## src/rtl/select_encode_sequencer.sv

```systemverilog
// Control-step sequencer: fetch plus per-opcode T-steps for load/store/ALU.
// Define ILLEGAL_TRAP_EN to halt with illegal=1 on unlisted opcodes.
module select_encode_sequencer #(
   parameter int BITS        = 32,
   parameter int OPCODE_BITS = 5
) (
   input  logic                   clk,
   input  logic                   clr,
   input  logic                   run,
   input  logic [BITS-1:0]        IR,
   input  logic                   mem_ready,
   output logic                   PCout,
   output logic                   MARin,
   output logic                   IncPC,
   output logic                   PCin,
   output logic                   Read,
   output logic                   Write,
   output logic                   MDRin,
   output logic                   MDRout,
   output logic                   IRin,
   output logic                   Yin,
   output logic                   Zin,
   output logic                   Zlowout,
   output logic                   Cout,
   output logic                   Gra,
   output logic                   Grb,
   output logic                   Grc,
   output logic                   Rin,
   output logic                   Rout,
   output logic                   BAout,
   output logic [OPCODE_BITS-1:0] alu_op,
   output logic                   halted,
   output logic                   illegal
);

   localparam logic [OPCODE_BITS-1:0] OP_LD   = OPCODE_BITS'(5'b00000);
   localparam logic [OPCODE_BITS-1:0] OP_LDI  = OPCODE_BITS'(5'b00001);
   localparam logic [OPCODE_BITS-1:0] OP_ST   = OPCODE_BITS'(5'b00010);
   localparam logic [OPCODE_BITS-1:0] OP_ADD  = OPCODE_BITS'(5'b00011);
   localparam logic [OPCODE_BITS-1:0] OP_SUB  = OPCODE_BITS'(5'b00100);
   localparam logic [OPCODE_BITS-1:0] OP_AND  = OPCODE_BITS'(5'b00101);
   localparam logic [OPCODE_BITS-1:0] OP_OR   = OPCODE_BITS'(5'b00110);
   localparam logic [OPCODE_BITS-1:0] OP_ADDI = OPCODE_BITS'(5'b01100);
   localparam logic [OPCODE_BITS-1:0] OP_ANDI = OPCODE_BITS'(5'b01101);
   localparam logic [OPCODE_BITS-1:0] OP_ORI  = OPCODE_BITS'(5'b01110);
   localparam logic [OPCODE_BITS-1:0] OP_NOP  = OPCODE_BITS'(5'b11010);
   localparam logic [OPCODE_BITS-1:0] OP_HALT = OPCODE_BITS'(5'b11011);

   typedef enum logic [3:0] {
      S_IDLE, S_T0, S_T1, S_T2, S_T3,
      S_T4, S_T5, S_T6, S_T7, S_HALT
   } state_t;

   state_t                 state;
   state_t                 state_nxt;
   logic [OPCODE_BITS-1:0] op_q;
   logic [OPCODE_BITS-1:0] i_alu_op;
   logic                   is_r, is_i, is_ldi, is_ld, is_st;
   logic                   is_nop, is_halt, is_ill;
   logic                   is_alu, is_addr, is_mem;
   logic                   unused_ir;

   assign unused_ir = ^IR[BITS-OPCODE_BITS-1:0];

   // Opcode is latched once, at the T2->T3 decision
   always_ff @(posedge clk or negedge clr) begin
      if (!clr) begin
         state <= S_IDLE;
         op_q  <= '0;
      end else begin
         state <= state_nxt;
         if (state == S_T2)
            op_q <= IR[BITS-1 -: OPCODE_BITS];
      end
   end

   always_comb begin
      is_r    = (op_q == OP_ADD) || (op_q == OP_SUB) ||
                (op_q == OP_AND) || (op_q == OP_OR);
      is_i    = (op_q == OP_ADDI) || (op_q == OP_ANDI) ||
                (op_q == OP_ORI);
      is_ldi  = (op_q == OP_LDI);
      is_ld   = (op_q == OP_LD);
      is_st   = (op_q == OP_ST);
      is_nop  = (op_q == OP_NOP);
      is_halt = (op_q == OP_HALT);
      is_alu  = is_r || is_i;
      is_addr = is_ldi || is_ld || is_st;
      is_mem  = is_ld || is_st;
      is_ill  = !(is_alu || is_addr || is_nop || is_halt);
      if (op_q == OP_ADDI)
         i_alu_op = OP_ADD;
      else if (op_q == OP_ANDI)
         i_alu_op = OP_AND;
      else
         i_alu_op = OP_OR;
   end

   always_comb begin
      state_nxt = state;
      unique case (state)
         S_IDLE: if (run) state_nxt = S_T0;
         S_T0:   state_nxt = S_T1;
         S_T1:   if (mem_ready) state_nxt = S_T2;
         S_T2:   state_nxt = S_T3;
         S_T3: begin
            unique case (1'b1)
               is_halt: state_nxt = S_HALT;
               is_nop:  state_nxt = S_T0;
`ifdef ILLEGAL_TRAP_EN
               is_ill:  state_nxt = S_HALT;
`else
               is_ill:  state_nxt = S_T0;
`endif
               default: state_nxt = S_T4;
            endcase
         end
         S_T4:   state_nxt = S_T5;
         S_T5:   state_nxt = is_mem ? S_T6 : S_T0;
         // st's T6 is a register-to-MDR move; only ld waits there
         S_T6:   if (is_st || mem_ready) state_nxt = S_T7;
         S_T7:   if (is_ld || mem_ready) state_nxt = S_T0;
         S_HALT: state_nxt = S_HALT;
         default: state_nxt = S_IDLE;
      endcase
   end

   always_comb begin
      PCout   = 1'b0;
      MARin   = 1'b0;
      IncPC   = 1'b0;
      PCin    = 1'b0;
      Read    = 1'b0;
      Write   = 1'b0;
      MDRin   = 1'b0;
      MDRout  = 1'b0;
      IRin    = 1'b0;
      Yin     = 1'b0;
      Zin     = 1'b0;
      Zlowout = 1'b0;
      Cout    = 1'b0;
      Gra     = 1'b0;
      Grb     = 1'b0;
      Grc     = 1'b0;
      Rin     = 1'b0;
      Rout    = 1'b0;
      BAout   = 1'b0;
      alu_op  = '0;
      halted  = (state == S_HALT);
`ifdef ILLEGAL_TRAP_EN
      illegal = (state == S_HALT) && is_ill;
`else
      illegal = 1'b0;
`endif
      case (state)
         S_T0: begin
            PCout = 1'b1;
            MARin = 1'b1;
            IncPC = 1'b1;
            Zin   = 1'b1;
         end
         S_T1: begin
            Zlowout = 1'b1;
            PCin    = 1'b1;
            Read    = 1'b1;
            MDRin   = 1'b1;
         end
         S_T2: begin
            MDRout = 1'b1;
            IRin   = 1'b1;
         end
         S_T3: begin
            Grb   = is_alu || is_addr;
            Yin   = is_alu || is_addr;
            Rout  = is_alu;
            BAout = is_addr;
         end
         S_T4: begin
            Zin  = is_alu || is_addr;
            Grc  = is_r;
            Rout = is_r;
            Cout = is_i || is_addr;
            if (is_r)
               alu_op = op_q;
            else if (is_i)
               alu_op = i_alu_op;
            else if (is_addr)
               alu_op = OP_ADD;
         end
         S_T5: begin
            Zlowout = is_alu || is_addr;
            MARin   = is_mem;
            Gra     = (is_alu || is_ldi);
            Rin     = (is_alu || is_ldi);
         end
         S_T6: begin
            Read  = is_ld;
            MDRin = is_mem;
            Gra   = is_st;
            Rout  = is_st;
         end
         S_T7: begin
            MDRout = is_ld;
            Gra    = is_ld;
            Rin    = is_ld;
            Write  = is_st;
         end
         default: ;
      endcase
   end

endmodule
```

## config.mk

```make
export PLATFORM = sky130hd
export DESIGN_NAME = select_encode_sequencer
export DESIGN_NICKNAME = d
export VERILOG_FILES = /design/src/rtl/select_encode_sequencer.sv
export SDC_FILE = /design/constraint.sdc
export NUM_CORES = 1
export LEC_CHECK = 0
export BUFFER_PORTS_ARGS = -buffer_cell sky130_fd_sc_hd__buf_2
export CORE_MARGIN = 3
export CORE_UTILIZATION = 37
export CTS_BUF_LIST = sky130_fd_sc_hd__clkbuf_16
export DETAILED_ROUTE_END_ITERATION = 16
export GPL_TIMING_DRIVEN = 0
export PLACE_DENSITY = 0.76
export SKIP_CTS_REPAIR_TIMING = 1
export SYNTH_ARGS = -nofsm -noshare
export SYNTH_HDL_FRONTEND = slang
export SYNTH_SLANG_ARGS = --single-unit
export TNS_END_PERCENT = 20
```

## constraint.sdc

```tcl
create_clock -name clk -period 1.7 [get_ports clk]
set_input_delay 0.17 -clock clk [delete_from_list [all_inputs] [get_ports clk]]
set_output_delay 0.17 -clock clk [all_outputs]
set_load 0.02 [all_outputs]
```

# Word-level counts from Yosys, hierarchy flattened
# Index checks and enable logic that the tools add are counted.
[op_classes]
n_eq_ne = 24
muxes = 30
reduce_logical = 21
[ops]
columns = ["operator", "count"]
rows = [
  ["case mux 4 bit (10 select lines)", 1],
  ["two-way mux 5 bit", 4],
  ["== test 4 x 3 -> 1 bit (second input constant)", 4],
  ["logical OR 1 bit", 16],
  ["two-way mux 4 bit", 4],
  ["== test 5 x 3 -> 1 bit (second input constant)", 3],
  ["== test 5 x 4 -> 1 bit (second input constant)", 3],
  ["case mux 1 bit (2 select lines)", 7],
  ["== test 5 x 2 -> 1 bit (second input constant)", 2],
  ["== test 5 bit (second input constant)", 2],
  ["== test 4 x 2 -> 1 bit (second input constant)", 2],
  ["== test 4 bit (second input constant)", 2],
  ["two-way mux 1 bit", 8],
  ["!= test 2 bit (second input constant)", 4],
  ["case mux 4 bit (2 select lines)", 1],
  ["case mux 1 bit (3 select lines)", 2],
  ["== test 5 x 1 -> 1 bit (second input constant)", 1],
  ["logical NOT 5 bit", 1],
  ["== test 4 x 1 -> 1 bit (second input constant)", 1],
  ["logical NOT 4 bit", 1],
  ["two-way mux 2 bit", 2],
  ["AND reduction 4 bit", 1],
  ["two-way mux 3 bit", 1],
  ["OR reduction 2 bit", 1],
  ["logical NOT 1 bit", 1],
]
[word_totals]
ff_bits = 9
inputBits = 36
out_inout_bits = 26
elab_cells = 77

# Depth between registers and ports, before layout
# Gate-level depths: netlist of run 1.
[depth]
word_depth = 12
mapped_depth = 6
mapped_depth_nobuf = 4

# Worst setup path after synthesis of run 1
# OpenSTA, ideal clock, no wires.
[synth_timing]
path_kind = "register to output"
from = "register state[1]"
to = "output Zin"
arrival_ps = 2086
required_ps = 1530
slack_ps = -556
path_stages_with_launch = 5
n_path_buf = 0
path_cell_list = "dfrtp_1 > nand2b_1 > or3_1 > nor4_1 > or3_1"
[synth_between]
elab_chain_cells = 2
word_cells_on_any_way = 3
classes_between = "2 x eq/ne; 1 x mux"
[synth_rtl]
columns = ["element", "line_no", "source"]
rows = [
  ["start, declared", "54", "state_t state;"],
  ["start signal, assigned", "71", "state <= state_nxt;"],
  ["== test 4 x 3 -> 1 bit / == test 4 x 1 -> 1 bit (equally long branches)", "155", "case (state)"],
  ["case mux 1 bit (2 select lines) (*)", "155", ""],
  ["end, declared", "22", "output logic Zin,"],
]
# Mark *: on every way between the ends. The rest lies on a longest branch, timed or not.

# Final worst setup path of run 1
[layout_timing]
from = "register state[2]"
to = "output Gra"
[layout_between]
elab_chain_cells = 2
word_cells_on_any_way = 4
classes_between = "3 x eq/ne; 1 x mux"
[layout_rtl]
columns = ["element", "line_no", "source"]
rows = [
  ["== test 4 bit / == test 4 x 3 -> 1 bit (equally long branches)", "155", ""],
  ["case mux 1 bit (3 select lines) (*)", "155", ""],
  ["end, declared", "25", "output logic Gra,"],
]
# Marked as above.

==> metrics.cfg, run 1 <==
[run_status]
status=finished with violations
violations=setup timing

[final_layout]
stdcell_count=180
multi_input_area_um2=695.7
drive_gt1_frac=0.5132
nets=189
fin_area_mm2=0.001403
diodes=0
regArea_um2=227.7
fill_cells=200
area_growth_pct=58.11

[sta]
worstMarginPinSlew_ns=0.4893
setup_ws_ns=-0.5588
fin_setup_tns_ns=-4.801
period_needed_ns=2.259
drv_slew=0
fin_crit_sh=1.329
rsz0062_at_grt=true
setup_viol=23
max_slew_margin=0.6713
maxClockFrequency_ghz=0.4427
finClkSkew_ns=0.002805
hold_violations=0

[grt]
grt_use_met2=0.3169
grt_pass1_vias=893
use_met1=0.2323
grt_max_degree=11
grt.busiest_layer=met2
grt_pass1_wl_um=4002
grt_overflow=0
globalRouteTotalUtil=0.1873
antenna_found_initial=0
grt_use_met3=0.01609

[yosys]
synth.top_cells.by_area=dfrtp_1 25%, mux2_2 6.3%, o21bai_1 5.1%, buf_4 4.2%, nor2_1 3.8%
yosysTopAreaCellShare=0.2539
syn-instance-count=108
async_reset_ff_frac=1.000
synth_seq_cells=9
synth_flop_cell=dfrtp_1
ys_warn_count=0
synth_area_per_cell_um2=8.214
syn_area_um2=887.1
synth_area_leader_cell=dfrtp_1
synth-edff-count=0
synth_cell_types=42
ys_seq_area_frac=0.2539

[routing]
wl_um=2601
first_pass_iters=4
vias=994
vias_per_cell=5.522
drtIter0Drc=17
ant_nets=0
wl_per_cell_um=14.45
drcViolationCount=0

[place]
place_inst=169
hpwl_um=1890
gp_congestion=0.8764
place_area_mm2=0.001152
port_buffers=31

[floorplanning]
core_area_mm2=0.002233
rows=17
die_h_um=54.97
initial_core_util=0.3972
die_w_um=54.97
die-area_mm2=0.003021
io_pins=62

[power]
power.share.clock=0.152
ir_worst_vdd_mv=1.184
intPower_mw=1.435
power.leakage_nw=0.6339
p_per_area_mw_per_mm2=1920
p_switching_mw=1.257
p_sw_frac=0.4670
total_power_mw=2.693
p_comb_frac=0.682
pwr-share-seq=0.166

[clock_tree]
cts_tree=done
ctsHtreeMaxLevel=1
clock-root-buffer=clkbuf_16
numClockSinks=9
clkTransAtPathRegs_ns=0.04
cts_buffers=3
clk_latency_ns=0.23
cts.path.max_buffers=2

[worst_setup_path]
path_class=reg2out
end_kind=primary output
crit_required_ns=1.53
critPathMaxFanout=5
start_kind=flop
worst_ep_arrival_time_ns=2.09

[flow_run]
cap_viol_max_count=0

[worst_hold_path]
min_path_type=in2reg

==> layer usage <==
layer / share of wire / up-vias
met5: 0 / -
li1: - / 484
met1: 0.41 / 471
met2: 0.52 / 35
met4: 0.017 / 0
met3: 0.051 / 4
==> sequential cells by signal, summed over array words and instances (netlist names) <==
name,cells
op_q,5
state,4
==> layout by cell type (no fill, tap or decap), drive strengths merged, types with 2 or more instances in the layout <==
master	n
a2111oi	2
o21bai	6
dfrtp	9
mux2	5
nor2b	2
a211oi	3
buf	51
mux2i	2
nand2	4
conb	3
clkbuf	5
or4b	2
inv	4
o21ai	7
a21oi	2
nor4	3
nor2	9
nor3	5
a211o	2
or3	4
nand2b	4
==> worst paths after layout <==
path / cells after the start / end / slack [ns] / from
worst max-delay path: 6 / Gra / -0.56 / state[2]$_DFFE_PN0P_
worst min-delay path: 3 / op_q[3]$_DFFE_PN0P_ / 0.15 / IR[30]
worst max register to register: 5 / state[1]$_DFFE_PN0P_ / -0.22 / op_q[3]$_DFFE_PN0P_
worst min register to register: 1 / op_q[0]$_DFFE_PN0P_ / 0.57 / op_q[0]$_DFFE_PN0P_
max in group asynchronous: 2 / op_q[0]$_DFFE_PN0P_ / 1.18 / clr
min in group asynchronous: 2 / op_q[4]$_DFFE_PN0P_ / 0.32 / clr
==> logic make-up (layout without fill, tap and decap cells) <==
| group | after synthesis | in the layout | synth area share |
|---|---|---|---|
| flops | 9 | 9 | 0.2539 |
| simple gates | 39 | 39 | 0.2581 |
| mux | 7 | 7 | 0.08603 |
| xor+xnor | 1 | 1 | 0.009875 |
| other cells | 1 | 3 | 0.004227 |
| compound gates | 32 | 32 | 0.2751 |
| buf+inv | 19 | 61 | 0.1128 |
==> metrics by stage <==
step                      hold slack, ns    util  setup slack [ns]
after floorplan                  -0.1256       -           -0.3142
after global placement           0.03062  0.5160           -0.3416
after detailed placement         0.03075  0.5160           -0.3709
after CTS                        -0.2177  0.5513           -0.6264
after global routing              0.1775  0.6280           -0.6062
final                             0.1453  0.6280           -0.5588
==> power groups by stage <==
| stage | clock network (mW) | registers [mW] | logic (mW) |
|---|---|---|---|
| after floorplan | 0 | 0.401 | 1.21 |
| after global placement | 0 | 0.422 | 1.52 |
| after detailed placement | 0 | 0.431 | 1.56 |
| after CTS | 0.414 | 0.427 | 1.56 |
| after global routing | 0.422 | 0.464 | 1.99 |
| final | 0.409 | 0.447 | 1.84 |
==> layout make-up <==
type,instances,area share
inverter,3,0.008029
tap,28,0.02498
multi-input combinational,82,0.4960
sequential,9,0.1624
timing repair buffer,39,0.1766
buffer,15,0.07582
clock inverter,1,0.002676
clock buffer,3,0.05352
==> worst max-delay path, cell delays in order, from the launching register on <==
cell and delay [ns]:
dfrtp_2 0.41, or4b_4 0.52, buf_6 0.14, mux2_4 0.28, o32ai_4 0.21, o21bai_4 0.16, buf_6 0.13
==> Yosys cell counts (all sizes together), types with 2 or more instances <==
| cell | count |
|---|---|
| nor2 | 9 |
| nor3 | 5 |
| nor2b | 2 |
| o21bai | 6 |
| clkbuf | 8 |
| mux2i | 2 |
| or4b | 2 |
| a211oi | 3 |
| buf | 8 |
| or3 | 4 |
| a211o | 2 |
| a2111oi | 2 |
| dfrtp | 9 |
| o21ai | 7 |
| mux2 | 5 |
| nand2b | 4 |
| nand2 | 4 |
| nor4 | 3 |
| a21oi | 2 |
| inv | 3 |
Power figures use the tool's default switching activity.
==> run 2: changes to the inputs <==
--- a/config.mk
+++ b/config.mk
@@ -6,12 +6,11 @@
 export NUM_CORES = 1
 export LEC_CHECK = 0
 export BUFFER_PORTS_ARGS = -buffer_cell sky130_fd_sc_hd__buf_2
-export CORE_MARGIN = 3
-export CORE_UTILIZATION = 37
+export CORE_UTILIZATION = 40
 export CTS_BUF_LIST = sky130_fd_sc_hd__clkbuf_16
 export DETAILED_ROUTE_END_ITERATION = 16
 export GPL_TIMING_DRIVEN = 0
-export PLACE_DENSITY = 0.76
+export PLACE_DENSITY = 0.78
 export SKIP_CTS_REPAIR_TIMING = 1
 export SYNTH_ARGS = -nofsm -noshare
 export SYNTH_HDL_FRONTEND = slang
==> constraint.sdc (replaced) <==
create_clock -name clk -period 2.5 [get_ports clk]
set_input_delay 0.25 -clock clk [delete_from_list [all_inputs] [get_ports clk]]
set_output_delay 0.25 -clock clk [all_outputs]
set_load 0.02 [all_outputs]
==> metrics.cfg, run 2 (synthesis results as in run 1) <==
[run_status]
status=finished clean

[final_layout]
nets=182  ; -3.7%
stdcell_count=172  ; -4.4%
finish.utilization=0.5792  ; -0.04880
largest_register=op_q
final_cell_mix=32 x buf_2, 9 x nor2_1, 9 x dfrtp_1, 7 x clkbuf_1
fill_cells=194  ; -3.0%
final_common_cell=buf_2
drive_gt1_frac=0.3448  ; -0.1683
largest_reg_flops=5  ; unchanged
diodes=0  ; unchanged
fin_area_mm2=0.001171  ; -17%
area_growth_pct=32.02
reg_top3=op_q (5), state (4)

[power]
intPower_uw=814.3  ; -43%
pwr-share-seq=0.197  ; +0.031
p_per_area_mw_per_mm2=1340  ; -30%
power.leakage_nw=0.5464  ; -14%
p_sw_frac=0.4812  ; +0.01420
power.share.clock=0.182  ; +0.030
p_comb_frac=0.621  ; -0.061
total_power_mw=1.569  ; -42%
p_switching_uw=755.2  ; -40%
ir_worst_vdd_mv=0.6243  ; -47%

[clock_tree]
cts.path.max_buffers=2  ; unchanged
cts_buffers=3  ; unchanged
clkTransAtPathRegs_ns=0.04  ; about the same
clock-root-buffer=clkbuf_16
cts_tree=done
numClockSinks=9  ; unchanged
clk_latency_ns=0.24  ; about the same
ctsHtreeMaxLevel=1  ; unchanged

[worst_hold_path]
min_to=op_q[3]$_DFFE_PN0P_
min_path_cells=3  ; unchanged
hold_start=IR[30]
min_path_type=in2reg

[worst_setup_path]
worst_ep_arrival_time_ns=2.13  ; +0.04 ns
path_class=reg2out
end_kind=primary output
rrSetupSlack_ns=0.59  ; +0.81 ns
start_kind=flop
critPathMaxFanout=6  ; +1
r2r_cells=5  ; unchanged
rr_endpoint=state[1]$_DFFE_PN0P_
crit_required_ns=2.25  ; +0.72 ns
r2r_start=op_q[3]$_DFFE_PN0P_

[sta]
finClkSkew_ns=0.002454  ; -0.0003507 ns
fin_crit_sh=0.9513
setup_ws_ns=0.1218  ; +0.6805 ns
drv_slew=0  ; unchanged
hold_violations=0  ; unchanged
worstMarginPinSlew_ns=0.6979  ; +0.2086 ns
setup_viol=0  ; -100%
fin_setup_tns_ns=0  ; +4.801 ns
whs_ns=0.2274  ; +0.08212 ns
max_slew_margin=0.5305  ; -0.1408
maxClockFrequency_ghz=0.4205
rsz0062_at_grt=false
period_needed_ns=2.378

[routing]
drtIter0Drc=13  ; -4
wl_met2_um=1151  ; -15%
wl_met1_um=1077  ; +0.47%
wl_met3_um=97  ; -27%
drcViolationCount=0  ; unchanged
dr.max_layer_used=met4
wl_um=2411  ; -7.3%
wl_per_cell_um=14.02  ; -3.0%
first_pass_iters=4  ; unchanged
vias_per_cell=5.721  ; +3.6%
vias=984  ; -1.0%
ant_nets=0  ; unchanged

[floorplanning]
initial_core_util=0.4387  ; +0.04154
core_area_mm2=0.002022  ; -9.5%
die_w_um=49.10  ; -11%
io_pins=62  ; unchanged
die-area_mm2=0.002410  ; -20%
rows=16  ; -1
die_h_um=49.10  ; -11%

[grt]
grt_pass1_vias=916  ; +2.6%
grt_max_degree=11  ; unchanged
grt_overflow=0  ; unchanged
antenna_found_initial=0  ; unchanged
grt_pass1_wl_um=4174  ; +4.3%
globalRouteTotalUtil=0.2260  ; +0.03869

[place]
hpwl_um=1818  ; -3.8%
gp_congestion=0.8085  ; -7.7%
place_area_mm2=0.001084  ; -6.0%
pre_cts_ws_ns=0.3231  ; +0.6940 ns
port_buffers=31  ; unchanged
place_inst=168  ; -0.59%

[flow_run]
cap_viol_max_count=0  ; unchanged

## run 2: critical path: stages (launching register included)
cell      delay (ns)
dfrtp_1         0.42
or4b_1          0.50
buf_2           0.17
mux2_2          0.27
o32ai_2         0.22
o21bai_1        0.15
buf_4           0.16
## run 2: worst max-delay path by stage
stage / cells after the start / to / start
final: 6 / Gra / state[1]$_DFFE_PN0P_
after global routing: 6 / Gra / state[1]$_DFFE_PN0P_
after global placement: 6 / Gra / state[1]$_DFFE_PN0P_
after CTS: 6 / Gra / state[1]$_DFFE_PN0P_
after detailed placement: 6 / Gra / state[1]$_DFFE_PN0P_
after floorplan: 4 / Zin / state[1]$_DFFE_PN0P_
## run 2: layout make-up
type / instances / area, um2 / share of cell area
multi-input combinational: 82 / 569.3 / 0.4861
tap: 27 / 33.78 / 0.02885
sequential: 9 / 225.2 / 0.1923
inverter: 3 / 11.26 / 0.009615
clock buffer: 3 / 75.07 / 0.06410
buffer: 15 / 85.08 / 0.07265
clock inverter: 1 / 3.754 / 0.003205
timing repair buffer: 32 / 167.7 / 0.1432
## run 2: layer usage
layer | vias to the layer above | track usage
li1 | 470 | -
met1 | 457 | 0.2631
met2 | 46 | 0.4041
met3 | 11 | 0.02181
met4 | 0 | 0.1176
met5 | - | 0
## run 2: power by group through the flow
stage | Sequential (mW) | Combinational [mW] | Clock [mW]
floorplan | 0.269 | 0.754 | 0
global placement | 0.283 | 0.953 | 0
detailed placement | 0.288 | 0.986 | 0
CTS | 0.287 | 0.991 | 0.285
global route | 0.321 | 1.07 | 0.294
finish | 0.309 | 0.975 | 0.286
==> run 3: changes to the inputs <==
--- a/config.mk
+++ b/config.mk
@@ -11,6 +11,7 @@
 export DETAILED_ROUTE_END_ITERATION = 16
 export GPL_TIMING_DRIVEN = 0
 export PLACE_DENSITY = 0.78
+export RECOVER_POWER = 25
 export SKIP_CTS_REPAIR_TIMING = 1
 export SYNTH_ARGS = -nofsm -noshare
 export SYNTH_HDL_FRONTEND = slang
==> metrics.cfg, run 3 (synthesis results as in run 1) <==
[run_status]
status=finished clean

[clock_tree]
clkTransAtPathRegs_ns=0.04  ; about the same
ctsHtreeMaxLevel=1  ; unchanged
cts_tree=done
numClockSinks=9  ; unchanged
clk_latency_ns=0.24  ; about the same
clock-root-buffer=clkbuf_16
cts_buffers=3  ; unchanged
cts.path.max_buffers=2  ; unchanged

[sta]
drv_slew=0  ; unchanged
maxClockFrequency_ghz=0.4209  ; about the same
max_slew_margin=0.5270  ; -0.003517
worstMarginPinSlew_ns=0.7031  ; +0.005227 ns
finClkSkew_ns=0.0007253  ; -0.001729 ns
fin_crit_sh=0.9504  ; about the same
fin_setup_tns_ns=0  ; unchanged
hold_violations=0  ; unchanged
setup_viol=0  ; unchanged
rsz0062_at_grt=false
period_needed_ns=2.376  ; -0.002341 ns

[grt]
grt_overflow=0  ; unchanged
antenna_found_initial=0  ; unchanged
grt_use_met3=0.02181  ; unchanged
use_met1=0.2631  ; unchanged
grt_max_degree=11  ; unchanged
grt_pass1_vias=916  ; unchanged
grt_pass1_wl_um=4174  ; unchanged
grt_use_met2=0.4041  ; unchanged
grt.busiest_layer=met2
globalRouteTotalUtil=0.2260  ; unchanged

[floorplanning]
initial_core_util=0.4387  ; unchanged
rows=16  ; unchanged
die_w_um=49.10  ; unchanged
io_pins=62  ; unchanged
die-area_mm2=0.002410  ; unchanged
core_area_mm2=0.002022  ; unchanged
die_h_um=49.10  ; unchanged

[final_layout]
area_growth_pct=31.73
nets=182  ; unchanged
final_cell_mix=30 x buf_2, 9 x clkbuf_1, 9 x nor2_1, 9 x dfrtp_1
largest_register=op_q
final_common_cell=buf_2
reg_top3=op_q (5), state (4)
diodes=0  ; unchanged
fin_area_mm2=0.001169  ; -0.21%
largest_reg_flops=5  ; unchanged
drive_gt1_frac=0.3310  ; -0.01379

[flow_run]
cap_viol_max_count=0  ; unchanged

[place]
gp_congestion=0.8085  ; unchanged
port_buffers=31  ; unchanged
place_area_mm2=0.001084  ; unchanged
hpwl_um=1818  ; unchanged

[worst_setup_path]
worst_ep_arrival_time_ns=2.13  ; about the same
start_kind=flop
path_class=reg2out
crit_required_ns=2.25  ; about the same
end_kind=primary output
critPathMaxFanout=6  ; unchanged

[routing]
first_pass_iters=4  ; unchanged
wl_um=2426  ; +0.62%
vias=968  ; -1.6%
wl_per_cell_um=14.10  ; +0.62%
vias_per_cell=5.628  ; -1.6%
drtIter0Drc=13  ; unchanged
ant_nets=0  ; unchanged
drcViolationCount=0  ; unchanged

[power]
ir_worst_vdd_mv=0.6283  ; +0.63%
p_per_area_mw_per_mm2=1344  ; +0.25%
power.leakage_nw=0.5393  ; -1.3%

[worst_hold_path]
min_path_type=in2reg

run 3: cell type report:
| cell class | instances | area (um2) |
|---|---|---|
| repair buffers | 32 | 165.2 |
| clock buffers | 3 | 75.07 |
| flip-flops and latches | 9 | 225.2 |
| plain buffers | 15 | 85.08 |
| multi-input cells | 82 | 569.3 |
| well taps | 27 | 33.78 |
| clock inverters | 1 | 3.754 |
| fillers | 196 | 853.3 |
| inverters | 3 | 11.26 |
run 3: layer usage:
layer / vias up / wire length [um] / part of all wire
li1: 471 / - / -
met1: 450 / 1116 / 0.46
met2: 38 / 1161 / 0.48
met3: 9 / 74 / 0.031
met4: 0 / 74 / 0.031
met5: - / 0 / 0
run 3: metrics by stage:
stage	power (mW)	setup WS, ns	util	hold slack [ns]	instances
final	1.570	0.1241	0.5780	0.2274	172
after global routing	1.681	0.03907	0.5780	0.2545	172
after CTS	1.564	0.07067	0.5749	-0.1327	172
after detailed placement	1.274	0.3231	0.5359	0.1153	168
after global placement	1.236	0.3473	0.5359	0.1093	168
after floorplan	1.022	0.1642	-	-0.04559	110
run 3: path summary, 6_finish.rpt:
path / slack [ns] / startpoint / cells past startpoint / to
min reg2reg: 0.67 / op_q[4]$_DFFE_PN0P_ / 1 / op_q[4]$_DFFE_PN0P_
max: 0.12 / state[1]$_DFFE_PN0P_ / 6 / Gra
min in group asynchronous: 0.53 / clr / 2 / state[1]$_DFFE_PN0P_
max reg2reg: 0.59 / op_q[3]$_DFFE_PN0P_ / 5 / state[1]$_DFFE_PN0P_
max in group asynchronous: 1.62 / clr / 2 / op_q[1]$_DFFE_PN0P_
min: 0.23 / IR[30] / 3 / op_q[3]$_DFFE_PN0P_
run 3: power by group:
part           switching, mW  leakage (nW)  internal, mW
registers             0.0901         0.111         0.218
clock network         0.0739        0.0423         0.209
logic                  0.593         0.386         0.386
run 3: worst max-delay path: stages (launching register included):
cell and delay [ns]:
dfrtp_1 0.41, or4b_1 0.50, buf_2 0.17, mux2_2 0.27, o32ai_2 0.22, o21bai_1 0.15, buf_4 0.16
